<file path="src/rtl/chdr_dechunker_multi.sv">
// Strips fixed-size chunk framing from a CHDR stream: each frame of F words carries one packet
// whose byte length sits in the header; words past the packet end are consumed and dropped.
module chdr_dechunker_multi #(
   parameter int unsigned WIDTH       = 64,
   parameter int unsigned LEN_LSB     = 16,
   parameter int unsigned ERR_RECOVER = 0
) (
   input  logic             clk,
   input  logic             reset,
   input  logic             clear,
   input  logic [15:0]      frame_size,
   input  logic [WIDTH-1:0] i_tdata,
   input  logic             i_tvalid,
   output logic             i_tready,
   output logic [WIDTH-1:0] o_tdata,
   output logic             o_tlast,
   output logic             o_tvalid,
   input  logic             o_tready,
   output logic             error,
   output logic [15:0]      err_count
);

   localparam int unsigned BPW_LOG2 = $clog2(WIDTH / 8);
   localparam logic [16:0] BPW_M1   = 17'(WIDTH / 8 - 1);

   typedef enum logic [1:0] {ST_HEADER, ST_PAYLOAD, ST_PADDING, ST_ERROR} state_t;

   state_t      r_state;
   logic [15:0] r_cnt;
   logic [15:0] r_frame;
   logic [16:0] r_words;
   logic        r_error;
   logic [15:0] r_err_count;

   logic [15:0] w_len;
   logic [16:0] w_words_raw;
   logic [16:0] w_words;
   logic [15:0] w_frame;
   logic        w_oversize;
   logic        w_acc;
   logic [15:0] w_cnt_nxt;
   logic        w_last_pay;
   logic        w_last_frm;
   logic        w_pass;
   logic        w_tlast_sel;

   // Packet length rounded up to whole bus words; 17 bits so 0xFFFF bytes cannot wrap.
   assign w_len       = i_tdata[LEN_LSB+15:LEN_LSB];
   assign w_words_raw = ({1'b0, w_len} + BPW_M1) >> BPW_LOG2;
   assign w_words     = (w_words_raw == 17'd0) ? 17'd1 : w_words_raw;
   assign w_frame     = (frame_size == 16'd0) ? 16'd1 : frame_size;
   assign w_oversize  = w_words > {1'b0, w_frame};

   assign w_acc      = i_tvalid & i_tready;
   assign w_cnt_nxt  = r_cnt + 16'd1;
   assign w_last_pay = ({1'b0, r_cnt} == (r_words - 17'd1));
   assign w_last_frm = (w_cnt_nxt == r_frame);

   assign o_tdata   = i_tdata;
   assign error     = r_error;
   assign err_count = r_err_count;

   always_comb begin
      w_pass = (r_state == ST_PAYLOAD) || ((r_state == ST_HEADER) && !w_oversize);
      if (reset || clear) begin
         o_tvalid = 1'b0;
         i_tready = 1'b0;
      end else if (w_pass) begin
         o_tvalid = i_tvalid;
         i_tready = o_tready;
      end else begin
         o_tvalid = 1'b0;
         i_tready = 1'b1;
      end
      w_tlast_sel = (r_state == ST_HEADER) ? (w_words == 17'd1) : w_last_pay;
      o_tlast     = o_tvalid & w_tlast_sel;
   end

   always_ff @(posedge clk or posedge reset) begin
      if (reset) begin
         r_state     <= ST_HEADER;
         r_cnt       <= 16'd0;
         r_frame     <= 16'd1;
         r_words     <= 17'd1;
         r_error     <= 1'b0;
         r_err_count <= 16'd0;
      end else if (clear) begin
         r_state     <= ST_HEADER;
         r_cnt       <= 16'd0;
         r_frame     <= 16'd1;
         r_words     <= 17'd1;
         r_error     <= 1'b0;
         r_err_count <= 16'd0;
      end else if (w_acc) begin
         unique case (r_state)
            ST_HEADER: begin
               r_frame <= w_frame;
               r_words <= w_words;
               if (w_oversize) begin
                  r_error <= 1'b1;
                  if (r_err_count != 16'hFFFF) r_err_count <= r_err_count + 16'd1;
                  // A one-word frame has nothing left to discard when recovering.
                  if ((ERR_RECOVER != 0) && (w_frame == 16'd1)) begin
                     r_state <= ST_HEADER;
                     r_cnt   <= 16'd0;
                  end else begin
                     r_state <= ST_ERROR;
                     r_cnt   <= 16'd1;
                  end
               end else if (w_words > 17'd1) begin
                  r_state <= ST_PAYLOAD;
                  r_cnt   <= 16'd1;
               end else if (w_frame > 16'd1) begin
                  r_state <= ST_PADDING;
                  r_cnt   <= 16'd1;
               end else begin
                  r_state <= ST_HEADER;
                  r_cnt   <= 16'd0;
               end
            end
            ST_PAYLOAD: begin
               if (w_last_pay && (r_words >= {1'b0, r_frame})) begin
                  r_state <= ST_HEADER;
                  r_cnt   <= 16'd0;
               end else begin
                  if (w_last_pay) r_state <= ST_PADDING;
                  r_cnt <= w_cnt_nxt;
               end
            end
            ST_PADDING: begin
               if (w_last_frm) begin
                  r_state <= ST_HEADER;
                  r_cnt   <= 16'd0;
               end else begin
                  r_cnt <= w_cnt_nxt;
               end
            end
            ST_ERROR: begin
               if (ERR_RECOVER != 0) begin
                  if (w_last_frm) begin
                     r_state <= ST_HEADER;
                     r_cnt   <= 16'd0;
                  end else begin
                     r_cnt <= w_cnt_nxt;
                  end
               end
            end
         endcase
      end
   end

endmodule

</file>
<file path="config.mk">
export PLATFORM = sky130hd
export DESIGN_NAME = chdr_dechunker_multi
export DESIGN_NICKNAME = d
export VERILOG_FILES = /design/src/rtl/chdr_dechunker_multi.sv
export SDC_FILE = /design/constraint.sdc
export NUM_CORES = 1
export LEC_CHECK = 0
export ABC_AREA = 0
export BUFFER_PORTS_ARGS = -buffer_cell sky130_fd_sc_hd__buf_2
export CELL_PAD_IN_SITES_DETAIL_PLACEMENT = 0
export CELL_PAD_IN_SITES_GLOBAL_PLACEMENT = 2
export CORE_ASPECT_RATIO = 1.75
export CORE_MARGIN = 4
export CORE_UTILIZATION = 33
export DETAILED_ROUTE_END_ITERATION = 7
export PLACE_DENSITY_LB_ADDON = 0.1
export SETUP_SLACK_MARGIN = 0.3
export SLEW_MARGIN = 10
export SYNTH_ARGS = -nofsm -noshare
export SYNTH_HDL_FRONTEND = slang
export SYNTH_SLANG_ARGS = --single-unit
</file>
<file path="constraint.sdc">
create_clock -name clk -period 12.1 [get_ports clk]
set_clock_uncertainty 0.1 [all_clocks]
set_input_delay 1.815 -clock clk [delete_from_list [all_inputs] [get_ports clk]]
set_output_delay 1.815 -clock clk [all_outputs]
set_load 0.1 [all_outputs]
</file>
==> impl_results.md, run 1 <==
- Syn Inst Count: approximately 730
- All-Layer GR Usage: around a fifth
- Initial antenna violation count: 0
- Cell taking the most area after synthesis: dfrtp_1
- Met2 WL: a little under 10000 um
- Worst-Margin Slew: about 1000 ps
- Placed insts: 948
- DR vias: ~5200
- Max incr delay on CP: 810 ps
- Syn. warnings: 0
- Antenna Cells: 0
- TritonCTS clock tree: yes
- Max Slew Vio Count: 0
- Yosys reg bits: 65
- Die Y: between 150 and 200 um
- Layout net count: about 840
- Iter 0 DRT Violations: a little over 200
- Post-DRT Antenna Nets: 0
- Ys flop type: dfrtp_1
- Hold Violations, Final: 0
- Mean routed wirelength per cell: between 15 and 20 um
- CP max-delay cell: nor3_1
- Yosys top cell area share: 26.3%
- Core ar.: around 18000 um^2
- Total gr overflow: 0
- Post-route core utilization: 35.7%
- Most area-consuming cells after synthesis: dfrtp_1, buf_4, ha_1, nand2_1, mux2i_1
- Detailed Place HPWL: ~15000 um
- Root Driver: clkbuf_16
- Vias in the first global route: about 5400
- Row cnt: between 60 and 70
- Routed WL: between 15000 and 20000 um
- First-pass GRT wire length: approximately 30000 um
- P_leak: about 3.0 nW
- CP cell instances: buf_2 > o31ai_1 > nor3_1 > nand4_1 > or2_2 > nor2_1 > xor2_1 > ha_1 > and4_1 > nand4_1 > nor3_1 > a21o_1 > a21oi_1 > nor3_1 > and2_1 > buf_2
- Area grow syn2layout: 7.14%
- Switching pwr: approximately 0.23 mW
- Ys async rst share: 100%
- Most numerous cell in the Yosys netlist: nand2_1
- Final setup violation count: 0
- PortBufs: 72
- RePlAce Congestion: 0.771
- Cell area after layout: ~6400 um^2
- Seq/Total Area, Yosys: between 20% and 30%
- Non-Filler Instances: 964
- CTS Sinks: between 60 and 70
- Power share of the clock group: a little over two fifths
- Maximum fanout along the worst path: 6
- DRT met1 WL: 7360 um
- DIE WIDTH: ~110 um
- Clock Path Buffers: 2
- Number of synthesized flops with an enable pin: 0
- Most frequent cells after synthesis: nand2_1, buf_4, dfrtp_1
- Largest net degree at the start of global routing: just under 70
- Setup TNS: 0 ps
- Number of distinct library cells after synthesis: 68
- Max Clk Rate: around 130 MHz
- Share of cells above drive strength 1: 15.8%
- Worst Setup Start Kind: input pin
- Tcrit/Tclk final: roughly two thirds
- Crit Path Class: input pin to output port
- Avg Inst Size Synth: a little over 8 um^2
- CP Capture Type: output port
- Internal power: between 0.4 and 0.5 mW
- Maximum vdd drop: 60.8 uV
- Power per cell area: 111 nW/um^2
- Total CTS buffers: 9
- Max-Cap Viols: 0
- Flop pwr share: 34.6%
- RSZ-0062 raised after global routing: no
- Highest routed layer: met4
- Resize count post-CTS: 0
- Syn Nets: between 800 and 900
- Critical Path RT: 10180 ps
- DRC: 0
- Hold Path Class: flip-flop to flip-flop
- Placed Instance Area: around 6000 um^2
- Outcome: complete, no violations
- Hold_buf cts: 0
- H-tree depth: 3
- Top-level port count: between 150 and 200
- Min Tclk post-route: approximately 7900 ps
- Setup bufs post-CTS: 0
- Die ar.: 20500 um^2
- TritonRoute pass-1 iters: 5
- Later-pin clock latency in the skew report: 350 ps
- Synthesized cell area: ~6000 um^2
- Post-Place Setup Slack: ~4200 ps
- Net Sw Frac: 32.3%
- Crit-path leading delay family: simple AND/OR/NAND/NOR gates
- Final WS setup: between 4000 and 5000 ps
- CP bufs+invs: 2
- Starting density of the core: between 30% and 40%
- Slew HR: 32.7%
- CP dominant cell by count: nor3_1
- Vias per std cell: 5.37
- Met3 Wirelength: 729 um
- Combinational group share of total power: between 20% and 30%
- Clock-pin slew on the worst setup and hold paths: around 60 ps
- Worst Path Arrival: ~6000 ps
cell families (layout without fill, tap and decap cells):
group | count (synthesis) | count (layout) | share of synthesized area (%)
AOI/OAI and AO/OA | 115 | 115 | 13.8
xor gates and xnor gates | 63 | 63 | 9.20
adders and majority gates | 34 | 34 | 7.10
buffers and inverters | 146 | 144 | 13.4
DFF | 65 | 65 | 27.2
muxes | 34 | 34 | 5.78
and+or+nand+nor | 275 | 275 | 23.5
worst min-delay path: stages, from the launching register on:
cell,delay [ps]
dfrtp_1,360
nand2_1,50
o41ai_1,50
power groups by stage:
stage	registers, mW	logic (mW)	clock network (mW)
2_1_floorplan	0.244	0.198	0
3_3_place_gp	0.250	0.163	0
3_5_place_dp	0.250	0.164	0
4_1_cts	0.246	0.165	0.313
5_1_grt	0.248	0.182	0.322
6_report	0.246	0.162	0.304
layout by cell type (no fill, tap or decap), types with 14 or more instances in the layout:
master	instances
inv_1	50
and3_1	14
xnor2_1	33
dfrtp_1	63
nor2_1	51
nand2_1	84
buf_2	72
xor2_1	30
a21oi_1	30
o21ai_0	18
nand4_1	15
nand3_1	28
ha_1	34
nor3_1	18
and2_1	14
mux2i_1	29
metal layers:
layer / vias to the layer above / track usage [%]
met4: 0 / 8.34
met3: 39 / 3.45
met5: - / 0
met2: 161 / 34.8
li1: 2485 / -
met1: 2491 / 21.3
state kept, by name (all words and copies together) (netlist names):
signal     flops
r_cnt         16
error          1
r_words       14
r_state        2
err_count     16
r_frame       16
final timing paths:
kind	from	end	slack, ps	depth (start not counted)
setup / recovery	i_tdata[18]	o_tlast	4240	16
hold / removal	error	error	400	2
setup reg to reg	r_words[5]	r_cnt[0]	8200	8
hold reg to reg	error	error	400	2
max in group asynchronous	reset	r_cnt[2]	9630	3
min in group asynchronous	reset	r_state[0]	1660	3
cell type report:
type / count / area [um^2]
fill: 1896 / 11600
multi-input combinational: 521 / 3570
sequential: 65 / 1630
timing repair buffer: 77 / 398
tap: 234 / 293
clock buffer: 12 / 267
inverter: 51 / 191
clock inverter: 4 / 73.8
per-stage QoR:
| step | total power [mW] | hold slack [ps] |
|---|---|---|
| after global routing | 0.752 | 430 |
| after CTS | 0.724 | 407 |
| final | 0.712 | 397 |
| after floorplan | 0.441 | 419 |
| after global placement | 0.413 | 381 |
| after detailed placement | 0.414 | 391 |
(Power assumes the default switching activity.)
==> run 2: changes to the inputs <==
Settings changed: CORE_UTILIZATION 33 to 28.
Clock period 12.1 ns to 6.9 ns, I/O delays scaled along.
==> impl_results.md, run 2 (synthesized netlist as in run 1, its figures left out) <==
- CTS Sinks: 65
- Setup TNS: 0 ps
- Max Slew Vio Count: 0
- Hold_buf cts: 0
- Area grow syn2layout: 8.24%
- Worst-Margin Slew: 988 ps
- Hold Path Class: flip-flop to flip-flop
- Final setup violation count: 0
- Register area: 1630 um^2
- Worst Path Arrival: approximately 5000 ps
- Critical Path RT: between 5000 and 6000 ps
- Max incr delay on CP: 580 ps
- All-Layer GR Usage: about 17%
- TritonRoute pass-1 iters: 4
- Top-level port count: 169
- PortBufs: 72
- P_leak: approximately 3.0 nW
- Antenna Cells: 0
- Maximum fanout along the worst path: 6
- CP cell instances: buf_2 > o31ai_1 > nor3_1 > nand4_1 > or2_2 > nor2_1 > xor2_1 > ha_1 > a21o_1 > a21oi_1 > nor2b_1 > o31ai_2 > a21o_1 > a21oi_1 > nor3_4 > and2_1 > buf_2
- First-pass GRT wire length: 31000 um
- Share of cells above drive strength 1: ~16%
- Resize count post-CTS: 0
- Area occupied by multi-input gates: approximately 3600 um^2
- Max Clk Rate: between 150 and 200 MHz
- Clock Path Buffers: 2
- Starting density of the core: 28.5%
- Iter 0 DRT Violations: around 260
- TritonCTS clock tree: yes
- Setup bufs post-CTS: 0
- Vias per std cell: roughly 5.3
- CP max-delay cell: o31ai_2
- Total gr overflow: 0
- Min Tclk post-route: a little over 6000 ps
- Detailed Place HPWL: about 16000 um
- Core ar.: between 20000 and 25000 um^2
- H-tree depth: 3
- Vias in the first global route: approximately 5400
- Routed WL: a little under 20000 um
- Post-DRT Antenna Nets: 0
- Layout net count: 847
- Max-Cap Viols: 0
- DR vias: about 5200
- Filler cells: ~2200
- Worst hold slack: 419 ps
- DRC: 0
- Largest net degree at the start of global routing: 67
- Mean routed wirelength per cell: 19.9 um
- DIE WIDTH: about 120 um
- Outcome: complete, no violations
- Crit Path Class: input pin to output port
- Power per cell area: approximately 200 nW/um^2
- Worst Setup Start Kind: input pin
- Maximum vdd drop: around 110 uV
- Row cnt: 70
- CP Capture Type: output port
- Total CTS buffers: 9
- Hold Violations, Final: 0
- Later-pin clock latency in the skew report: between 300 and 400 ps
- Initial antenna violation count: 0
- Slew HR: approximately a third
- Most common cell after layout, fill and taps aside: nand2_1
- Die Y: 202 um
- Most frequent cells in the layout: nand2_1, buf_2, dfrtp_1, nor2_1, inv_1
- Die ar.: around 24000 um^2
- Clock-pin slew on the worst setup and hold paths: 60 ps
- RSZ-0062 raised after global routing: no
- Tcrit/Tclk final: about nine tenths
- Root Driver: clkbuf_16
- RePlAce Congestion: approximately 0.84
## run 2: cell types whose count changed in the layout (fill, tap and decap cells not counted), sizes merged
cell	delta
bufinv	+1
clkinvlp	+1
clkinv	-1
buf	+3
clkbuf	-1
## run 2: critical path: cells and delay by family
kind                       cells  cell delay (ps)
xor gates and xnor gates       1              230
buffers and inverters          2              520
AOI/OAI and AO/OA              6             1520
adders and majority gates      1              280
and+or+nand+nor                7             1460
## run 2: worst paths after layout
kind / slack (ps) / to / cells after the start / startpoint
worst max-delay path: 700 / o_tlast / 17 / i_tdata[18]
worst min-delay path: 420 / error / 2 / error
worst max register to register: 2950 / r_cnt[0] / 8 / r_words[6]
worst min register to register: 420 / error / 2 / error
max in group asynchronous: 5150 / r_frame[3] / 3 / reset
min in group asynchronous: 910 / err_count[14] / 3 / reset
## run 2: per-layer routing
metal  up-vias  GRT usage [%]  wire (um)
met4         0           6.51        518
met1      2512           18.4       7760
met5         -              0          0
met3        26           2.90        702
li1       2497              -          -
met2       152           31.4      10700
## run 2: metrics by stage
step                cells  worst slack, ps  instance area (um^2)  utilization [%]  power, mW
floorplan             732              316                  6010                -      0.775
global placement      969              787                  6140             29.2      0.733
detailed placement    969              669                  6140             29.2      0.735
CTS                   985              670                  6490             30.9       1.30
global route          985              313                  6490             30.9       1.34
finish                985              697                  6490             30.9       1.27
## run 2: cell type report
cell class	count	share of cell area, %
clock buffers	11	3.74
clock inverters	5	1.58
inverters	51	2.95
multi-input cells	521	55.3
flip-flops and latches	65	25.1
well taps	252	4.86
repair buffers	80	6.48
## run 2: power by group
group / leakage (nW) / internal [mW] / total (mW) / switching, mW
combinational: 2.01 / 0.100 / 0.291 / 0.190
clock: 0.166 / 0.362 / 0.549 / 0.186
sequential: 0.871 / 0.401 / 0.432 / 0.0316
